File: src/rtl/core_pkg.sv
// Shared types and constants for the instruction-fetch front end.
// Holds the fetch FSM encoding, reset defaults and the PC alignment helper.
package core_pkg;

    typedef enum logic [1:0] {
        IDLE  = 2'd0,
        FETCH = 2'd1,
        WAIT  = 2'd2,
        DROP  = 2'd3
    } fetch_state_e;

    localparam logic [31:0] RESET_PC_DEF  = 32'h0000_0000;
    localparam logic [31:0] NOP_INSTR_DEF = 32'h0000_0000;
    localparam logic [31:0] PC_INCR       = 32'd4;

    // Redirect targets are always word aligned; low two bits are dropped.
    function automatic logic [31:0] align_pc(input logic [31:0] pc);
        return pc & ~32'h0000_0003;
    endfunction

endpackage

File: src/rtl/fetch_out_buf.sv
// One-entry IF/ID buffer: registered instruction/PC with valid flag, updated on the clock edge.
// Flush beats load beats consume; if_instr reads as NOP_INSTR whenever the entry is empty.
module fetch_out_buf
    import core_pkg::*;
#(
    parameter logic [31:0] RESET_PC  = RESET_PC_DEF,
    parameter logic [31:0] NOP_INSTR = NOP_INSTR_DEF
) (
    input  logic        clk,
    input  logic        rst,
    input  logic        i_load,
    input  logic        i_consume,
    input  logic        i_flush,
    input  logic [31:0] i_instr,
    input  logic [31:0] i_pc,
    output logic        o_valid,
    output logic [31:0] o_instr,
    output logic [31:0] o_pc
);

    logic        r_valid;
    logic [31:0] r_instr;
    logic [31:0] r_pc;

    always_ff @(posedge clk or posedge rst) begin
        if (rst) begin
            r_valid <= 1'b0;
            r_instr <= NOP_INSTR;
            r_pc    <= RESET_PC;
        end else if (i_flush) begin
            r_valid <= 1'b0;
        end else if (i_load) begin
            r_valid <= 1'b1;
            r_instr <= i_instr;
            r_pc    <= i_pc;
        end else if (r_valid && i_consume) begin
            r_valid <= 1'b0;
        end
    end

    assign o_valid = r_valid;
    assign o_instr = r_valid ? r_instr : NOP_INSTR;
    assign o_pc    = r_pc;

endmodule

File: src/rtl/fetch_ctrl.sv
// Fetch sequencer: owns fetch PC, issues one imem request at a time, squashes wrong-path responses.
// Requests only when the output buffer will be free; redirect takes effect on the next edge.
module fetch_ctrl
    import core_pkg::*;
#(
    parameter logic [31:0] RESET_PC  = RESET_PC_DEF,
    parameter logic [31:0] NOP_INSTR = NOP_INSTR_DEF
) (
    input  logic        clk,
    input  logic        rst,
    output logic        imem_req,
    output logic [31:0] imem_addr,
    input  logic        imem_gnt,
    input  logic        imem_rvalid,
    input  logic [31:0] imem_rdata,
    output logic        if_valid,
    output logic [31:0] if_instr,
    output logic [31:0] if_pc,
    input  logic        id_ready,
    input  logic        redirect,
    input  logic [31:0] redirect_pc,
    output logic        flush
);

    fetch_state_e r_state, w_state_nxt;
    logic [31:0]  r_fetch_pc, w_fetch_pc_nxt;
    logic [31:0]  r_req_pc, w_req_pc_nxt;
    logic         w_req;
    logic         w_hs;
    logic         w_load;
    logic [31:0]  w_redirect_pc;

    assign w_redirect_pc = align_pc(redirect_pc);

    always_ff @(posedge clk or posedge rst) begin
        if (rst) begin
            r_state    <= IDLE;
            r_fetch_pc <= RESET_PC;
            r_req_pc   <= RESET_PC;
        end else begin
            r_state    <= w_state_nxt;
            r_fetch_pc <= w_fetch_pc_nxt;
            r_req_pc   <= w_req_pc_nxt;
        end
    end

    always_comb begin
        w_state_nxt    = r_state;
        w_fetch_pc_nxt = r_fetch_pc;
        w_req_pc_nxt   = r_req_pc;
        w_load         = 1'b0;
        // Requesting only with a free (or draining) buffer means a response can always be loaded.
        w_req          = (r_state == FETCH) && (!if_valid || id_ready);
        w_hs           = w_req && imem_gnt;

        if (redirect) begin
            w_fetch_pc_nxt = w_redirect_pc;
        end

        case (r_state)
            IDLE: begin
                w_state_nxt = FETCH;
            end
            FETCH: begin
                if (w_hs) begin
                    if (redirect) begin
                        w_state_nxt = DROP;
                    end else begin
                        w_req_pc_nxt   = r_fetch_pc;
                        w_fetch_pc_nxt = r_fetch_pc + PC_INCR;
                        w_state_nxt    = WAIT;
                    end
                end
            end
            WAIT: begin
                if (imem_rvalid) begin
                    w_load      = !redirect;
                    w_state_nxt = FETCH;
                end else if (redirect) begin
                    w_state_nxt = DROP;
                end
            end
            DROP: begin
                if (imem_rvalid) begin
                    w_state_nxt = FETCH;
                end
            end
            default: begin
                w_state_nxt = IDLE;
            end
        endcase
    end

    fetch_out_buf #(
        .RESET_PC  (RESET_PC),
        .NOP_INSTR (NOP_INSTR)
    ) u_out_buf (
        .clk       (clk),
        .rst       (rst),
        .i_load    (w_load),
        .i_consume (id_ready),
        .i_flush   (redirect),
        .i_instr   (imem_rdata),
        .i_pc      (r_req_pc),
        .o_valid   (if_valid),
        .o_instr   (if_instr),
        .o_pc      (if_pc)
    );

    assign imem_req  = w_req;
    assign imem_addr = r_fetch_pc;
    assign flush     = redirect;

endmodule

File: config.mk
export PLATFORM = sky130hd
export DESIGN_NAME = fetch_ctrl
export DESIGN_NICKNAME = d
export VERILOG_FILES = /design/src/rtl/core_pkg.sv /design/src/rtl/fetch_out_buf.sv /design/src/rtl/fetch_ctrl.sv
export SDC_FILE = /design/constraint.sdc
export NUM_CORES = 1
export LEC_CHECK = 0
export BUFFER_PORTS_ARGS = -buffer_cell sky130_fd_sc_hd__buf_4
export CAP_MARGIN = 40
export CORE_MARGIN = 1.5
export CORE_UTILIZATION = 35
export CTS_CLUSTER_DIAMETER = 200
export DETAILED_ROUTE_END_ITERATION = 8
export PLACE_DENSITY = 0.7
export SKIP_CTS_REPAIR_TIMING = 1
export SYNTH_ARGS = -nofsm -noshare
export SYNTH_HDL_FRONTEND = slang
export SYNTH_SLANG_ARGS = --single-unit
export TNS_END_PERCENT = 10
File: constraint.sdc
create_clock -name clk -period 3.6 [get_ports clk]
set_input_delay 0.18 -clock clk [delete_from_list [all_inputs] [get_ports clk]]
set_output_delay 0.18 -clock clk [all_outputs]
set_load 0.03 [all_outputs]
# Yosys cells after proc, flatten, opt, wreduce, memory -nomap -nowiden
# Index checks and enable logic that the tools add are counted.
# classes
add_sub_neg	1
n_eq_ne	6
n_mux	16
n_bitwise	1
n_reduce_logical	11
# ops
op	count
$mux W32	5
$add A32 B3 Y32 const B	1
$mux W2	4
$pmux W2 S4	1
$mux W1	6
$reduce_and A3 Y1	2
$eq A2 B2 Y1 const B	2
$ne A2 B2 Y1 const B	2
$logic_and A1 B1 Y1	3
$ne A3 B3 Y1 const B	1
$reduce_bool A3 Y1	1
$eq A2 B1 Y1 const B	1
$logic_not A1 Y1	2
$logic_not A2 Y1	1
$reduce_and A2 Y1	1
$logic_or A1 B1 Y1	1
$not A1 Y1	1
# totals
ff_bits	131
in_bits	70
output_inout_bits	99
wordCells	41

# Longest topological paths before layout
# logic_depth
depth_word	6
ltp_mapped	7
depth_no_buf	7

# Hierarchy
# Synthesis repeated with hierarchy kept, for this count alone.
# unflattened
hier_cells	476
hier_area_um2	6228.5
# modules_own_cells
mod	instances	cells_each	area_each_um2	seq_area_each_um2
fetch_ctrl	1	300	3271.9	1651.6
fetch_out_buf	1	176	2956.6	1626.6

# Worst setup path before layout
# OpenSTA, ideal clock, no wires.
# synth_path
path_kind	register to register
startpoint	register r_fetch_pc[20] (netlist: imem_addr[20])
endpoint	register r_fetch_pc[31] (netlist: imem_addr[31])
setup_time_ps	125
t_arrival_ps	1947
t_required_ps	3475
setup_slack_ps	1528
stages_incl_launch_ff	6
n_path_buf	0
synth_period_minus_slack_ps	2072
path_cell_list	dfrtp_1 nand4_2 or4_4 nor4_4 xor2_1 mux2_2
# synth_between
elab_chain_cells	4
# synth_rtl
element	line	rtl
from (decl)	fetch_ctrl.sv:26	logic [31:0] r_fetch_pc, w_fetch_pc_nxt;
from (signal assigned)	fetch_ctrl.sv:42	r_fetch_pc <= w_fetch_pc_nxt;
$add A32 B3 Y32	fetch_ctrl.sv:70	w_fetch_pc_nxt = r_fetch_pc + PC_INCR;
$mux W32	fetch_ctrl.sv:66	if (redirect) begin
$mux W32	fetch_ctrl.sv:65	if (w_hs) begin
$mux W32	fetch_ctrl.sv:60	case (r_state)
via w_fetch_pc_nxt[31]	fetch_ctrl.sv:26	
# The timed path passes the listed nets, and every way through them passes these cells.
# A chain may end at the register's enable or synchronous reset.

# Final worst setup path
# layout_path
startpoint	register r_state[1]
endpoint	register r_fetch_pc[28] (netlist: imem_addr[28])
# layout_between
elab_chain_cells	5
# layout_rtl
element	line	rtl
from (decl)	fetch_ctrl.sv:25	fetch_state_e r_state, w_state_nxt;
from (signal assigned)	fetch_ctrl.sv:41	r_state <= w_state_nxt;
$eq A2 B1 Y1 (*)	fetch_ctrl.sv:53, fetch_ctrl.sv:60	
$logic_and A1 B1 Y1	fetch_ctrl.sv:53	w_req = (r_state == FETCH) && (!if_valid || id_ready);
$logic_and A1 B1 Y1	fetch_ctrl.sv:54	w_hs = w_req && imem_gnt;
$mux W32	fetch_ctrl.sv:65	
$mux W32 (*)	fetch_ctrl.sv:60	
via w_fetch_pc_nxt[28]	fetch_ctrl.sv:26	
# The timed path passes the listed nets; every way through them passes the cells marked *.

==> results.py <==
metrics = {
    "critical_path": {
        "worstSetupPathType": "flop to flop",
        "crit_chain": "inv_1, ha_1, nand2_8, nor3_4, nand3_1, nor3_1, mux2i_1",
        "max_stage_delay_ps": 560,
        "crit_path_end_kind": "flop",
        "cp_num_buf_inv": 1,
        "cp_max_fo": 13,
        "worstSetupStartpointType": "flop",
        "path_delay_family": "simple AND/OR/NAND/NOR gates",
        "crit_arrival_ps": 2740,
        "cp.required_ps": 3930,
        "crit_path_top_delay_cell": "nor3_4",
    },
    "die": {
        "dieArea_sq_um": 17600,
        "die_y_um": 133,
        "initial_core_util_pct": 35.7,
        "dieWidth_um": 133,
        "core.rowCount": 47,
        "placeableCoreArea_sq_um": 16500,
        "io_pins": 169,
    },
    "timing": {
        "hold_violations": 2,
        "timing.slew.headroom_pct": 52.4,
        "slew_violations": 0,
        "fin_skew_ps": 14.6,
        "fin_crit_ps": 2410,
        "setup_viol": 0,
        "rsz0062_at_grt": "false",
        "max_slew.worst_pin.slew_ps": 711,
        "hold_ws_ps": -14.5,
        "timing.fmax_mhz": 415,
        "fin_tns_setup_ps": 0,
        "finalCritPeriodShare_pct": 66.9,
    },
    "synthesis": {
        "ys_async_sr_fraction_pct": 100,
        "avgSynthCellArea_sq_um": 12.7,
        "ys_ff_latch": 131,
        "syn_area_sq_um": 5880,
        "synth_flop_cell": "dfrtp_1",
        "synth_fp_nets": 536,
        "synth_cell_types": 40,
        "netlist_instances": 462,
        "yosysWarnings": 0,
        "ys_seq_area_share_pct": 55.8,
        "synth_edf_count": 0,
    },
    "cells_and_area": {
        "syn_to_final_growth_pct": 45.7,
        "fillers": 1413,
        "multi_input_area_sq_um": 2460,
        "seqCellArea_sq_um": 3280,
        "layout.cells.non_filler": 915,
        "post-route-util_pct": 52.0,
        "final_net_count": 756,
        "drive_above_1_share_pct": 46.0,
        "diodes": 0,
    },
    "route": {
        "vias": 4341,
        "drc_errors": 0,
        "via_per_inst": 4.74,
        "ant_nets": 0,
        "drtIter0Drc": 168,
        "wirelength_um": 14600,
        "drtPass1Iterations": 6,
        "wire_per_inst_um": 16.0,
    },
    "placed_design": {
        "dp_hpwl_um": 9820,
        "place.gp.congestion": 0.770,
        "port_buffers": 166,
        "placedCellCount": 832,
    },
    "clock_network": {
        "cts_root_buffer": "clkbuf_16",
        "cts-buffers-inserted": 17,
        "cts_tree": "yes",
        "htreeDepth": 4,
        "clk_path_buf_depth": 2,
        "clk_latency_ps": 420,
        "numClockSinks": 131,
        "clk_pin_slew_ps": 60,
    },
    "flow_run": {
        "drv_cap": 0,
    },
    "hold_path": {
        "hp-class": "input pin to flop",
    },
    "global_route": {
        "grt_first_pass_wirelength_um": 22200,
        "grt_util_all_layers_pct": 16.3,
        "grt_max_degree": 93,
        "grt-ovfl-total": 0,
        "antenna_found_initial": 0,
        "grt_pass1_vias": 4306,
    },
    "run_status": {
        "failed_checks": "negative hold slack",
        "status": "complete, but fails checks",
    },
    "power": {
        "p_per_area_nw_per_um2": 716,
        "p_leak_uw": 0.00400,
        "vdd_drop_max_uv": 369,
    },
}
worst paths after layout:
kind	to	depth (start not counted)	slack, ps	from
setup reg to reg	imem_addr[28]$_DFF_PP0_	7	1190	r_state[1]$_DFFE_PP0P_
hold / removal	imem_addr[20]$_DFF_PP0_	3	-10	redirect_pc[20]
setup / recovery	imem_addr[28]$_DFF_PP0_	7	1190	r_state[1]$_DFFE_PP0P_
min in group asynchronous	u_out_buf.r_instr[19]$_DFFE_PP0P_	3	220	rst
hold reg to reg	u_out_buf.r_instr[25]$_DFFE_PP0P_	1	490	u_out_buf.r_instr[25]$_DFFE_PP0P_
max in group asynchronous	r_req_pc[21]$_DFFE_PP0P_	5	2440	rst
synth_stat cells, drive strengths merged, types with 7 or more instances:
library cell / n / area, sq um
xnor2: 7 / 61.3
nor4: 7 / 90.1
buf: 11 / 81.3
clkbuf: 11 / 41.3
and2: 35 / 219
nor2: 7 / 26.3
inv: 8 / 30.0
nand3: 8 / 40.0
dfrtp: 131 / 3280
nand2: 41 / 170
mux2: 99 / 1110
nand4: 13 / 103
xor2: 17 / 149
nor3: 7 / 40.0
o21ai: 25 / 125
mux2i: 10 / 100
worst min-delay path, stage by stage:
cell	delay (ps)
buf_4	80
nand2_1	50
o21ai_1	60
metal layers:
| metal | global-route usage [%] | part of all wire [%] | vias up |
|---|---|---|---|
| met3 | 5.29 | 4.6 | 24 |
| met2 | 27.8 | 52 | 115 |
| met1 | 19.2 | 42 | 2161 |
| li1 | - | - | 2041 |
| met4 | 5.98 | 1.9 | 0 |
| met5 | 0 | 0 | - |
sequential cells by signal (all words and copies together), names as in the netlist:
signal,cells
r_req_pc,32
imem_addr,32
u_out_buf.o_valid,1
r_state,2
u_out_buf.r_instr,32
u_out_buf.o_pc,32
cell families after synthesis:
family                     after synthesis  synth area share [%]
DFF                                    131                  55.8
muxes                                  109                  20.7
adders and majority gates                4                 0.852
xor gates and xnor gates                24                  3.58
buffers and inverters                   30                  2.60
and+or+nand+nor                        134                  13.9
AOI/OAI and AO/OA                       30                  2.62
final cells by class:
class | instances | share of cell area [%]
clock inverter | 13 | 2.70
timing repair buffer | 223 | 21.5
inverter | 8 | 0.395
clock buffer | 19 | 5.17
tap | 220 | 3.22
sequential | 131 | 38.3
multi-input combinational | 301 | 28.7
through the flow:
stage	cell area [sq um]	setup WS (ps)	hold slack [ps]	power, uW
2_1_floorplan	5880	1530	301	3490
3_3_place_gp	7330	1320	386	4070
3_5_place_dp	7370	1240	95.7	4160
4_1_cts	8050	1210	-353	6150
5_1_grt	8560	1040	-1.09	6440
6_report	8560	1190	-14.5	6130
placed cells by master, fill, tap and decap left out, types with 4 or more instances in the layout:
| cell type | Yosys | routed |
|---|---|---|
| and2_1 | 35 | 35 |
| buf_4 | 2 | 169 |
| bufinv_16 | 0 | 6 |
| clkbuf_16 | 0 | 17 |
| dfrtp_1 | 131 | 131 |
| dlygate4sd3_1 | 0 | 51 |
| ha_1 | 4 | 4 |
| inv_1 | 8 | 7 |
| mux2_2 | 99 | 99 |
| mux2i_1 | 10 | 10 |
| nand2_1 | 40 | 39 |
| nand3_1 | 8 | 8 |
| nand4_1 | 11 | 11 |
| nor2_1 | 7 | 7 |
| nor2b_1 | 4 | 4 |
| nor3_1 | 6 | 6 |
| nor4_2 | 5 | 5 |
| o21ai_0 | 9 | 9 |
| o21ai_1 | 16 | 16 |
| xnor2_1 | 7 | 7 |
| xor2_1 | 17 | 17 |
power breakdown:
part           switching, uW  total (uW)  internal [uW]
clock                    646        1960           1320
sequential               314        2340           2020
combinational            937        1830            894
total                   1900        6130           4230
No activity file was read; power rests on OpenSTA's default activity.
